### src/rtl/mm_timing_pkg.sv
// Shared types and helpers for the Mueller & Muller symbol-timing controller.
// Holds the state encoding, the slip codes and the saturating accumulator add.
package mm_timing_pkg;

   localparam int ACC_W = 24;

   typedef enum logic [1:0] {
      ST_IDLE    = 2'd0,
      ST_ACQUIRE = 2'd1,
      ST_TRACK   = 2'd2,
      ST_LOCKED  = 2'd3
   } state_t;

   localparam logic [1:0] SLIP_NONE = 2'b00;
   localparam logic [1:0] SLIP_ADV  = 2'b01;
   localparam logic [1:0] SLIP_RET  = 2'b10;

   function automatic logic signed [ACC_W-1:0] sat_add(
      input logic signed [ACC_W-1:0] a,
      input logic signed [ACC_W-1:0] b
   );
      logic [ACC_W:0] s;
      s = {a[ACC_W-1], a} + {b[ACC_W-1], b};
      if (s[ACC_W] != s[ACC_W-1])
         sat_add = s[ACC_W] ? {1'b1, {(ACC_W-1){1'b0}}} : {1'b0, {(ACC_W-1){1'b1}}};
      else
         sat_add = s[ACC_W-1:0];
   endfunction

endpackage

### src/rtl/mm_lock_det.sv
// Lock detector: counts consecutive good TED errors and tracks the lock flag.
// o_locked_nxt lets the parent FSM change state on the same edge as o_locked.
module mm_lock_det
   import mm_timing_pkg::*;
#(
   parameter int LOCK_CNT = 64
) (
   input  logic clk,
   input  logic reset,
   input  logic i_clr,
   input  logic i_good,
   input  logic i_miss,
   input  logic i_bad,
   output logic o_locked_nxt,
   output logic o_locked
);

   localparam int RUN_W = $clog2(LOCK_CNT + 1);

   logic [RUN_W-1:0] r_run;
   logic [RUN_W-1:0] w_run_nxt;
   logic             r_locked;
   logic             w_locked_nxt;

   // NOTE: every always_comb output gets a default first so no latch is inferred.
   always_comb begin
      w_run_nxt    = r_run;
      w_locked_nxt = r_locked;
      if (i_clr) begin
         w_run_nxt    = '0;
         w_locked_nxt = 1'b0;
      end else if (i_good) begin
         if (r_run != RUN_W'(LOCK_CNT))
            w_run_nxt = r_run + 1'b1;
         if (r_run >= RUN_W'(LOCK_CNT - 1))
            w_locked_nxt = 1'b1;
      end else if (i_miss) begin
         w_run_nxt = '0;
         if (i_bad)
            w_locked_nxt = 1'b0;
      end
   end

   // NOTE: state registers use non-blocking assignments only.
   always_ff @(posedge clk or posedge reset) begin
      if (reset) begin
         r_run    <= '0;
         r_locked <= 1'b0;
      end else begin
         r_run    <= w_run_nxt;
         r_locked <= w_locked_nxt;
      end
   end

   assign o_locked_nxt = w_locked_nxt;
   assign o_locked     = r_locked;

endmodule

### src/rtl/mm_timing_ctrl.sv
// Symbol-timing controller: divides the oversampled stream into symbol periods,
// strobes the TED once per symbol and slips the boundary from accumulated error.
module mm_timing_ctrl
   import mm_timing_pkg::*;
#(
   parameter int SPS        = 8,
   parameter int ERR_W      = 16,
   parameter int SLIP_TH    = 16384,
   parameter int LOCK_ERR   = 2048,
   parameter int UNLOCK_ERR = 8192,
   parameter int LOCK_CNT   = 64,
   parameter int WARMUP     = 2
) (
   input  logic                    clk,
   input  logic                    reset,
   input  logic                    en_i,
   input  logic                    smp_valid_i,
   output logic                    sym_strobe_o,
   input  logic signed [ERR_W-1:0] ted_err_i,
   input  logic                    ted_err_valid_i,
   output logic [1:0]              slip_o,
   output logic                    locked_o,
   output logic [1:0]              state_o,
   output logic [15:0]             slip_cnt_o
);

   localparam int CNT_W  = $clog2(SPS + 2);
   localparam int WARM_W = $clog2(WARMUP + 1);

   localparam logic signed [ACC_W-1:0] TH_POS    = ACC_W'(SLIP_TH);
   localparam logic signed [ACC_W-1:0] TH_NEG    = -TH_POS;
   localparam logic signed [ACC_W-1:0] CLAMP_POS = TH_POS - 1;
   localparam logic signed [ACC_W-1:0] CLAMP_NEG = -CLAMP_POS;
   localparam logic [ERR_W:0]          LOCK_M    = (ERR_W + 1)'(LOCK_ERR);
   localparam logic [ERR_W:0]          UNLOCK_M  = (ERR_W + 1)'(UNLOCK_ERR);

   state_t                  r_state;
   logic [WARM_W-1:0]       r_warm;
   logic [CNT_W-1:0]        r_cnt;
   logic [CNT_W-1:0]        r_len;
   logic signed [ACC_W-1:0] r_acc;
   logic [1:0]              r_pend;
   logic [15:0]             r_slip_cnt;

   logic                    w_tracking;
   logic                    w_err_act;
   logic signed [ACC_W-1:0] w_err_ext;
   logic signed [ACC_W-1:0] w_sum;
   logic signed [ACC_W-1:0] w_acc_nxt;
   logic [1:0]              w_pend_nxt;
   logic [CNT_W-1:0]        w_len_load;
   logic [ERR_W:0]          w_err_wide;
   logic [ERR_W:0]          w_mag;
   logic                    w_locked_nxt;
   logic                    w_locked;

   assign w_tracking = en_i && (r_state == ST_TRACK || r_state == ST_LOCKED);
   assign w_err_act  = w_tracking && ted_err_valid_i;
   assign w_err_ext  = ACC_W'(ted_err_i);
   assign w_sum      = sat_add(r_acc, w_err_ext);

   // Two's-complement magnitude one bit wider so the most-negative code maps to 2^(ERR_W-1).
   assign w_err_wide = {ted_err_i[ERR_W-1], ted_err_i};
   assign w_mag      = w_err_wide[ERR_W] ? (~w_err_wide + 1'b1) : w_err_wide;

   // The current error is folded in before the strobe consumes the pending slip,
   // so a crossing on a strobe cycle already shapes the period starting there.
   always_comb begin
      w_acc_nxt  = r_acc;
      w_pend_nxt = r_pend;
      if (w_err_act) begin
         w_acc_nxt = w_sum;
         if (w_sum >= TH_POS) begin
            if (r_pend == SLIP_NONE) begin
               w_pend_nxt = SLIP_RET;
               w_acc_nxt  = w_sum - TH_POS;
            end else begin
               w_acc_nxt  = CLAMP_POS;
            end
         end else if (w_sum <= TH_NEG) begin
            if (r_pend == SLIP_NONE) begin
               w_pend_nxt = SLIP_ADV;
               w_acc_nxt  = w_sum + TH_POS;
            end else begin
               w_acc_nxt  = CLAMP_NEG;
            end
         end
      end
   end

   always_comb begin
      w_len_load = CNT_W'(SPS);
      if (w_pend_nxt == SLIP_RET)
         w_len_load = CNT_W'(SPS + 1);
      else if (w_pend_nxt == SLIP_ADV)
         w_len_load = CNT_W'(SPS - 1);
   end

   assign sym_strobe_o = en_i && (r_state != ST_IDLE) && smp_valid_i && (r_cnt == r_len - 1'b1);
   assign slip_o       = sym_strobe_o ? w_pend_nxt : SLIP_NONE;

   mm_lock_det #(
      .LOCK_CNT (LOCK_CNT)
   ) u_lock_det (
      .clk          (clk),
      .reset        (reset),
      .i_clr        (!w_tracking),
      .i_good       (w_err_act && (w_mag < LOCK_M)),
      .i_miss       (w_err_act && !(w_mag < LOCK_M)),
      .i_bad        (w_err_act && (w_mag >= UNLOCK_M)),
      .o_locked_nxt (w_locked_nxt),
      .o_locked     (w_locked)
   );

   always_ff @(posedge clk or posedge reset) begin
      if (reset) begin
         r_state    <= ST_IDLE;
         r_warm     <= '0;
         r_cnt      <= '0;
         r_len      <= CNT_W'(SPS);
         r_acc      <= '0;
         r_pend     <= SLIP_NONE;
         r_slip_cnt <= '0;
      end else if (!en_i) begin
         r_state    <= ST_IDLE;
         r_warm     <= '0;
         r_cnt      <= '0;
         r_len      <= CNT_W'(SPS);
         r_acc      <= '0;
         r_pend     <= SLIP_NONE;
         r_slip_cnt <= '0;
      end else begin
         case (r_state)
            ST_IDLE:    r_state <= ST_ACQUIRE;
            ST_ACQUIRE: begin
               if (ted_err_valid_i) begin
                  if (r_warm == WARM_W'(WARMUP - 1)) begin
                     r_state <= ST_TRACK;
                     r_warm  <= '0;
                  end else begin
                     r_warm  <= r_warm + 1'b1;
                  end
               end
            end
            ST_TRACK:   if (w_locked_nxt)  r_state <= ST_LOCKED;
            ST_LOCKED:  if (!w_locked_nxt) r_state <= ST_TRACK;
            default:    r_state <= ST_IDLE;
         endcase

         if (sym_strobe_o) begin
            r_cnt  <= '0;
            r_len  <= w_len_load;
            r_pend <= SLIP_NONE;
            if (w_pend_nxt != SLIP_NONE && r_slip_cnt != 16'hFFFF)
               r_slip_cnt <= r_slip_cnt + 1'b1;
         end else begin
            if (r_state != ST_IDLE && smp_valid_i)
               r_cnt <= r_cnt + 1'b1;
            r_pend <= w_pend_nxt;
         end
         r_acc <= w_acc_nxt;
      end
   end

   assign state_o    = r_state;
   assign locked_o   = w_locked;
   assign slip_cnt_o = r_slip_cnt;

endmodule
### config.mk
export PLATFORM = sky130hd
export DESIGN_NAME = mm_timing_ctrl
export DESIGN_NICKNAME = d
export VERILOG_FILES = /design/src/rtl/mm_timing_pkg.sv /design/src/rtl/mm_lock_det.sv /design/src/rtl/mm_timing_ctrl.sv
export SDC_FILE = /design/constraint.sdc
export NUM_CORES = 1
export LEC_CHECK = 0
export ABC_AREA = 1
export BUFFER_PORTS_ARGS = -buffer_cell sky130_fd_sc_hd__clkbuf_2
export CAP_MARGIN = 20
export CORE_MARGIN = 10
export CORE_UTILIZATION = 65
export CTS_CLUSTER_DIAMETER = 200
export CTS_CLUSTER_SIZE = 28
export DETAILED_ROUTE_END_ITERATION = 10
export GPL_TIMING_DRIVEN = 1
export PLACE_DENSITY = 0.95
export SYNTH_ARGS = -nofsm -noshare
export SYNTH_HDL_FRONTEND = slang
export SYNTH_HIERARCHICAL = 1
export SYNTH_SLANG_ARGS = --single-unit
export TNS_END_PERCENT = 50
### constraint.sdc
create_clock -name clk -period 13.7 [get_ports clk]
set_clock_uncertainty 0.2 [all_clocks]
set_input_delay 2.74 -clock clk [delete_from_list [all_inputs] [get_ports clk]]
set_output_delay 2.74 -clock clk [all_outputs]
set_load 0.005 [all_outputs]
After elaboration in Yosys (flattened, before gate mapping):

Cells that the tools add are included.

* logic and storage cells: 112
* register bits after elaboration: 62
* output and inout port bits: 22
* bits of input ports: 21

* $add $sub $neg: 9
* mux-type cells: 46
* bitwise operators: 1
* equality and inequality tests: 22
* reduce and logical (&&, ||, !) cells: 20
* order comparisons: 5

Operators by type and width (number)
* $mux 24: 8
* $mux 16: 3
* $mux 2: 17
* $mux 4: 7
* $mux 7: 4
* $add 24x16->25: 1
* $add 24x16->24 const B: 1
* $ge 24x16->1 const B: 1
* $le 24x15->1 const B: 1
* $sub 24x16->24 const B: 1
* $add 17x1->17 const B: 1
* $ge 17x14->1 const B: 1
* $lt 17x12->1 const B: 1
* $mux 17: 1
* $not 17->17: 1
* $add 16x1->16 const B: 1
* $ne 16x16->1 const B: 1
* $ne 3x3->1 const B: 4
* $logic_and 1x1->1: 10
* $ne 2x1->1 const B: 5
* $pmux 2 s4: 1
* $add 7x1->7 const B: 1
* $ge 7x6->1 const B: 1
* $ne 7x7->1 const B: 1
* other kinds (16): 29

Logic depth before layout (Yosys ltp):

Gate-level depths: netlist (run 1).

* depth after elaboration: 12
* mapped depth: 36
* gate-level depth less buffers: 35

By module:

The synthesis (run 1) kept the hierarchy.

Modules (own cells, without submodules)
* mm_timing_ctrl: cells each 933, area an instance 5691.7 um2, instances 1
* mm_lock_det: cells each 75, area an instance 528.0 um2, instances 1

Worst setup path before layout (run 1):

OpenSTA, ideal clock, no wires.

* path kind: input -> output
* from: input port ted_err_i[0]
* to: output port slip_o[0]
* path slack: 5123 ps
* arrival time: 5637 ps
* cell stages on the path: 26
* cells stage by stage: ha_1 -> fa_1 -> nand2_1 -> nand2_1 -> nand3_1 -> nand2_1 -> nand2_2 -> nand4_2 -> nand2_4 -> nand2_8 -> buf_6 -> nand2_1 -> nand2_1 -> inv_1 -> ha_1 -> nand3_1 -> nor2_1 -> nand2_1 -> nor2_1 -> nand2_1 -> nand2_1 -> nor2_1 -> nand2_1 -> nand2_2 -> inv_2 -> nor2_1

* longest elaborated chain between the ends: 8
* elaborated cells on any way between the ends: 10
* those cells by class: add/sub (1); order compare (2); eq/ne (1); mux (6)

Ends and longest elaborated chain
* start, declared: line mm_timing_ctrl.sv:19 `input logic signed [ERR_W-1:0] ted_err_i,`
* $add 24x16->25 *: line mm_timing_pkg.sv:23 `s = {a[ACC_W-1], a} + {b[ACC_W-1], b};`
* $mux 24 or $ne 1x1->1 (tied branches): line mm_timing_pkg.sv:25, mm_timing_pkg.sv:24
* $mux 24 *: line mm_timing_pkg.sv:24 `if (s[ACC_W] != s[ACC_W-1])`
* $le 24x15->1: line mm_timing_ctrl.sv:80 `end else if (w_sum <= TH_NEG) begin`
* $mux 2: line mm_timing_ctrl.sv:80
* $mux 2 *: line mm_timing_ctrl.sv:73 `if (w_sum >= TH_POS) begin`
* $mux 2 *: line mm_timing_ctrl.sv:71 `if (w_err_act) begin`
* $mux 2 *: line mm_timing_ctrl.sv:100 `assign slip_o = sym_strobe_o ? w_pend_nxt : SLIP_NONE;`
* end, declared: line mm_timing_ctrl.sv:21 `output logic [1:0] slip_o,`

Mark *: on every way between the ends. The rest lies on a longest branch, timed or not.

Final worst setup path (run 1):

* from: input port ted_err_i[15]
* to: output port slip_o[0]

Same word-level chain as after synthesis.

==> results of run 1 <==
## synthesized netlist by cell type (2+ instances only)
| cell type | number | area (um2) |
|---|---|---|
| nand2_1 | 381 | 1430 |
| inv_1 | 140 | 526 |
| nor2_1 | 91 | 342 |
| nand3_1 | 63 | 315 |
| dfrtp_1 | 60 | 1500 |
| a21oi_1 | 45 | 225 |
| ha_1 | 36 | 450 |
| o21ai_0 | 21 | 105 |
| nand4_1 | 20 | 125 |
| nor3_1 | 15 | 75.1 |
| xnor2_1 | 12 | 105 |
| xor2_1 | 12 | 105 |
| nand2_2 | 11 | 68.8 |
| nand2_4 | 9 | 101 |
| nor2_2 | 9 | 56.3 |
| and2_1 | 7 | 43.8 |
| inv_2 | 6 | 22.5 |
| o21bai_1 | 6 | 45.0 |
| a21oi_4 | 5 | 81.3 |
| a31oi_1 | 5 | 31.3 |
| buf_2 | 5 | 25.0 |
| buf_6 | 5 | 56.3 |
| nor4_1 | 5 | 31.3 |
| nand3_2 | 4 | 40.0 |
| or2_2 | 4 | 25.0 |
| clkbuf_1 | 3 | 11.3 |
| a211oi_1 | 2 | 15.0 |
| nor2_4 | 2 | 22.5 |
| o21a_1 | 2 | 15.0 |
| o21ai_1 | 2 | 10.0 |
| o31ai_1 | 2 | 15.0 |
## per-layer routing
metal | track usage | up-vias
li1 | - | 3270
met1 | 0.304 | 2933
met2 | 0.383 | 283
met3 | 0.0432 | 36
met4 | 0.0989 | 0
met5 | 0 | -
## worst max-delay path: stages
cell      delay (ps)
clkbuf_2         220
ha_1             430
nand2_1          110
nor2_1           210
nand2_1          120
nor2_2           130
nand2_2           90
nand3_2          100
nand2_2           60
nand2_4          130
nor2_4           100
o21ai_0          380
ha_1             370
nand3_1          110
nor2_1           200
nand2_1          100
nor2_1            90
nand2_1           70
nand2_1          190
nor2_1            60
nand2_1           70
nand2_2           60
inv_2             70
nor2_1            40
clkbuf_2         120
## through the flow
step	cell area [um2]	util	instances	total power, W
4_1_cts	6720	0.724	1185	0.00106
2_1_floorplan	6220	-	1008	0.000761
3_5_place_dp	6520	0.702	1169	0.000884
5_1_grt	6720	0.724	1185	0.00117
6_report	6720	0.724	1185	0.00108
3_3_place_gp	6520	0.702	1169	0.000878
## power by group through the flow
| stage | clock network (W) | logic (W) | registers, W |
|---|---|---|---|
| 2_1_floorplan | 0 | 0.000546 | 0.000215 |
| 3_3_place_gp | 0 | 0.000657 | 0.000221 |
| 6_report | 0.000168 | 0.000693 | 0.000218 |
| 3_5_place_dp | 0 | 0.000664 | 0.000220 |
| 4_1_cts | 0.000169 | 0.000674 | 0.000218 |
| 5_1_grt | 0.000177 | 0.000776 | 0.000220 |
## kinds of logic (layout without fill, tap and decap cells)
family | after synthesis | in the layout
simple gates | 625 | 625
buf+inv | 161 | 209
compound gates | 100 | 100
flops | 61 | 61
fa+ha+maj | 37 | 37
xor+xnor | 24 | 24
## registers in the layout (all words and copies together) (netlist names)
name                 count
slip_cnt_o              16
r_len                    3
u_lock_det/o_locked      1
r_pend                   2
r_warm                   2
u_lock_det/r_run         7
r_cnt                    4
r_acc                   24
state_o                  2
## area by class of cell
| cell class | count | area [um2] |
|---|---|---|
| Multi-Input combinational cell | 786 | 4040 |
| Fill cell | 798 | 2560 |
| Sequential cell | 61 | 1530 |
| Clock buffer | 9 | 124 |
| Timing Repair Buffer | 45 | 233 |
| Tap cell | 129 | 161 |
| Inverter | 148 | 558 |
| Clock inverter | 7 | 75.1 |
## path summary, 6_finish.rpt
kind / startpoint / endpoint / slack [ps] / cells past startpoint
worst max-delay path: ted_err_i[15] / slip_o[0] / 4360 / 25
worst min-delay path: r_acc[7] / r_acc[7] / 300 / 2
worst max register to register: r_acc[0] / slip_cnt_o[14] / 8150 / 32
worst min register to register: r_acc[7] / r_acc[7] / 300 / 2
max in group asynchronous: reset / r_acc[0] / 10460 / 3
min in group asynchronous: reset / u_lock_det/r_run[1] / 2130 / 2
==> flow_metrics.tcl, run 1 <==
set metrics [dict create \
    synth_edf_count 0 \
    met3WireLength_um 1290 \
    numClockSinks 61 \
    clkPwrFrac 0.156 \
    cts-root-buf "clkbuf_8" \
    die_w_um 118 \
    fin_ws_ps 4360 \
    finalWirelength_um 16500 \
    wl_met1_um 7170 \
    io_buffers 42 \
    period_minus_slack_ps 9340 \
    routed.top_layer "met4" \
    clock.fmax_ghz 0.107 \
    worstSetupPathType "in -> out" \
    grt_max_degree 54 \
    vias 6522 \
    io_pins 43 \
    drv_cap 0 \
    cp.arrival_ps 6400 \
    intPower_w 0.000500 \
    crit_fanout 14 \
    postCtsSetupBuffers 0 \
    drive_gt1_frac 0.113 \
    postRouteAntennaNets 0 \
    die_area_um2 13900 \
    synthSimpleGateAreaFrac 0.438 \
    layout_common_cells "nand2_1, inv_1, nor2_1" \
    final_nets 1109 \
    power_density_nw_per_um2 161 \
    ys_ff_latch 61 \
    synthArstFlopShare 1.00 \
    yosys_warnings 6 \
    clk_latency_ps 350 \
    grt_pass1_vias 6088 \
    p_switching_w 0.000579 \
    numCtsBuffers 9 \
    clk_path_buf_depth 2 \
    final_common_cell "nand2_1" \
    drt_iter0_drc 561 \
    place_ws_ps 4490 \
    p_seq_frac 0.202 \
    irDropWorstVdd_uv 108 \
    grt_overflow 0 \
    syn_to_final_growth_pct 8.05 \
    cts_tree "built" \
    ys_types 49 \
    slew_headroom 0.507 \
    synth_top_family_by_area "simple AND/OR/NAND/NOR gates" \
    comb_power_share 0.642 \
    route.met2.wl_um 7470 \
    core-area_um2 9280 \
    fin_hold_ws_ps 298 \
    post_cts_resize_count 0 \
    num_antenna_cells 0 \
    ys.flop_type "dfrtp_1" \
    cts_max_level 3 \
    p_sw_frac 0.536 \
    synth-compound-area-share 0.103 \
    drc 0 \
    synthMuxAreaShare 0 \
    firstDrtPassIters 7 \
    wire_per_inst_um 13.9 \
    timing.final.crit_share 0.682 \
    p_leak_nw 3.78 \
    rows 35 \
    end_kind "output port" \
    cp.required_ps 10760 \
    tns_ps 0 \
    worst_slew_pin_slew_ps 735 \
    start_util 0.670 \
    hold_path.class "reg -> reg" \
    post_synth.cell_area_avg_um2 6.17 \
    cp-start-kind "input port" \
    antenna_found_initial 0 \
    rsz0062_at_grt "false" \
    cts_hold_buffers 0 \
    dieHeight_um 118 \
    gp_congestion 1.01 \
    postSynthCellCount 1008 \
    timing_hold_violations_final 0 \
    clk_pin_slew_ps 80 \
    status "finished clean" \
    netlist_area_um2 6220 \
    track_usage 0.237 \
    detailed_place_hpwl_um 12900 \
    slew_violations 0 \
    syn_nets 1066 \
    grt_pass1_wl_um 28200 \
    synth_fa_ha_area_frac 0.0756 \
    setup_viol 0 \
    synth_xor_area_frac 0.0338 \
    seq_area_frac_synth 0.246 \
    viasPerCell 5.50 \
]
No activity file was read; power rests on OpenSTA's default activity.
==> inputs of run 2 (changes only) <==
Settings changed: CORE_UTILIZATION 65 to 56, PLACE_DENSITY 0.95 to 0.89.
Clock period 13.7 ns to 7.9 ns, I/O delays scaled along.
==> flow_metrics.tcl, run 2 (synthesized netlist as in run 1, its figures left out) <==
set metrics [dict create \
    critical_path.most_common_cell "nand2_1" \
    rows 38 \
    grt_overflow 0 \
    wire_per_inst_um 14.3 \
    end_kind "output port" \
    vias 6544 \
    grt_max_degree 54 \
    crit_family "simple AND/OR/NAND/NOR gates" \
    setup_viol 0 \
    firstDrtPassIters 7 \
    hold_path.class "reg -> reg" \
    grt_pass1_vias 6132 \
    final_common_cell "nand2_1" \
    grt_pass1_wl_um 28600 \
    cts-root-buf "clkbuf_8" \
    dieHeight_um 125 \
    numCtsBuffers 9 \
    fin_ws_ps 748 \
    worstSetupPathType "in -> out" \
    largest-register "r_acc" \
    nFillCells 1015 \
    tns_ps 0 \
    track_usage 0.212 \
    cts_max_level 3 \
    worst_slew_pin_slew_ps 731 \
    clk_pin_slew_ps 70 \
    timing.final.crit_share 0.905 \
    finalWirelength_um 17100 \
    die_area_um2 15700 \
    layout_common_cells "nand2_1, inv_1, nor2_1" \
    clock.fmax_ghz 0.140 \
    crit_fanout 27 \
    postCtsSetupBuffers 0 \
    detailed_place_hpwl_um 13500 \
    cp.arrival_ps 5370 \
    cts_tree "built" \
    path_buf_inv 4 \
    status "finished clean" \
    p_leak_nw 3.78 \
    core-area_um2 10800 \
    largest_reg_flops 24 \
    fin_hold_ws_ps 301 \
    cp_cell_sequence "clkbuf_2, ha_1, a21oi_1, nand2_1, a21oi_1, nand4_2, nand2_4, nand2_8, nand2_1, nand2_1, inv_1, ha_1, nand3_1, nor2_1, nand2_1, nor2_1, nand2_1, nand2_1, nor2_1, nand2_1, nand2_2, inv_2, nor2_1, clkbuf_2" \
    drv_cap 0 \
    slew_violations 0 \
    clk_path_buf_depth 2 \
    cp-start-kind "input port" \
    postRouteAntennaNets 0 \
    clk_latency_ps 360 \
    drt_iter0_drc 577 \
    period_minus_slack_ps 7150 \
    slowest_stage "ha_1" \
    io_pins 43 \
    start_util 0.574 \
    io_buffers 42 \
    place_ws_ps 863 \
    cts_hold_buffers 0 \
    power_density_nw_per_um2 283 \
    cp.required_ps 6120 \
    gp_congestion 0.986 \
    viasPerCell 5.47 \
    slew_headroom 0.509 \
    final_nets 1109 \
    irDropWorstVdd_uv 174 \
    post_cts_resize_count 0 \
    rsz0062_at_grt "false" \
    syn_to_final_growth_pct 8.71 \
    timing_hold_violations_final 0 \
    drc 0 \
    numClockSinks 61 \
    drive_gt1_frac 0.111 \
    critPathMaxStageDelay_ps 420 \
    antenna_found_initial 0 \
    die_w_um 125 \
    num_antenna_cells 0 \
]
[run 2: cell types whose count changed in the layout (fill, tap and decap cells not counted), sizes merged]
| cell | delta |
|---|---|
| bufinv | +1 |
| clkbuf | +4 |
| clkinv | -5 |
| clkinvlp | +1 |
| inv | -1 |
[run 2: per-layer routing]
layer	global-route usage	wire length, um
met4	0.0962	604
met2	0.331	7620
met3	0.0380	1180
met1	0.278	7700
met5	0	0
[run 2: worst register-to-register path: cells and delay by family (launching register included)]
family                     cells  cell delay (ps)
and+or+nand+nor               24             3010
adders and majority gates      4             1180
AOI/OAI and AO/OA              3              440
DFF                            1              390
buffers and inverters          3              230
[run 2: power breakdown]
| group | switching (W) | internal, W | total [W] |
|---|---|---|---|
| sequential | 0.0000332 | 0.000348 | 0.000381 |
| combinational | 0.000835 | 0.000372 | 0.00121 |
| clock | 0.000128 | 0.000195 | 0.000324 |
[run 2: cell type report]
type,count,area [um2],area share
Sequential cell,61,1530,0.226
Clock buffer,13,159,0.0235
Clock inverter,3,67.6,0.00999
Multi-Input combinational cell,786,4040,0.598
Tap cell,140,175,0.0259
Timing Repair Buffer,45,233,0.0344
Inverter,148,558,0.0825
[run 2: worst paths after layout]
kind,startpoint,endpoint,slack [ps],depth (start not counted)
min in group asynchronous,reset,u_lock_det/r_run[5],960,2
hold reg to reg,r_acc[2],r_acc[2],300,2
setup / recovery,ted_err_i[15],slip_o[0],750,24
hold / removal,r_acc[2],r_acc[2],300,2
max in group asynchronous,reset,slip_cnt_o[14],5830,3
setup reg to reg,r_acc[0],slip_cnt_o[14],2330,34
[run 2: through the flow]
stage                     power, W  std cells   util  instance area [um2]
after CTS                  0.00189       1196  0.624                 6760
after detailed placement   0.00155       1180  0.603                 6540
after floorplan            0.00132       1008      -                 6220
after global routing       0.00208       1196  0.624                 6760
after global placement     0.00153       1180  0.603                 6540
final                      0.00191       1196  0.624                 6760
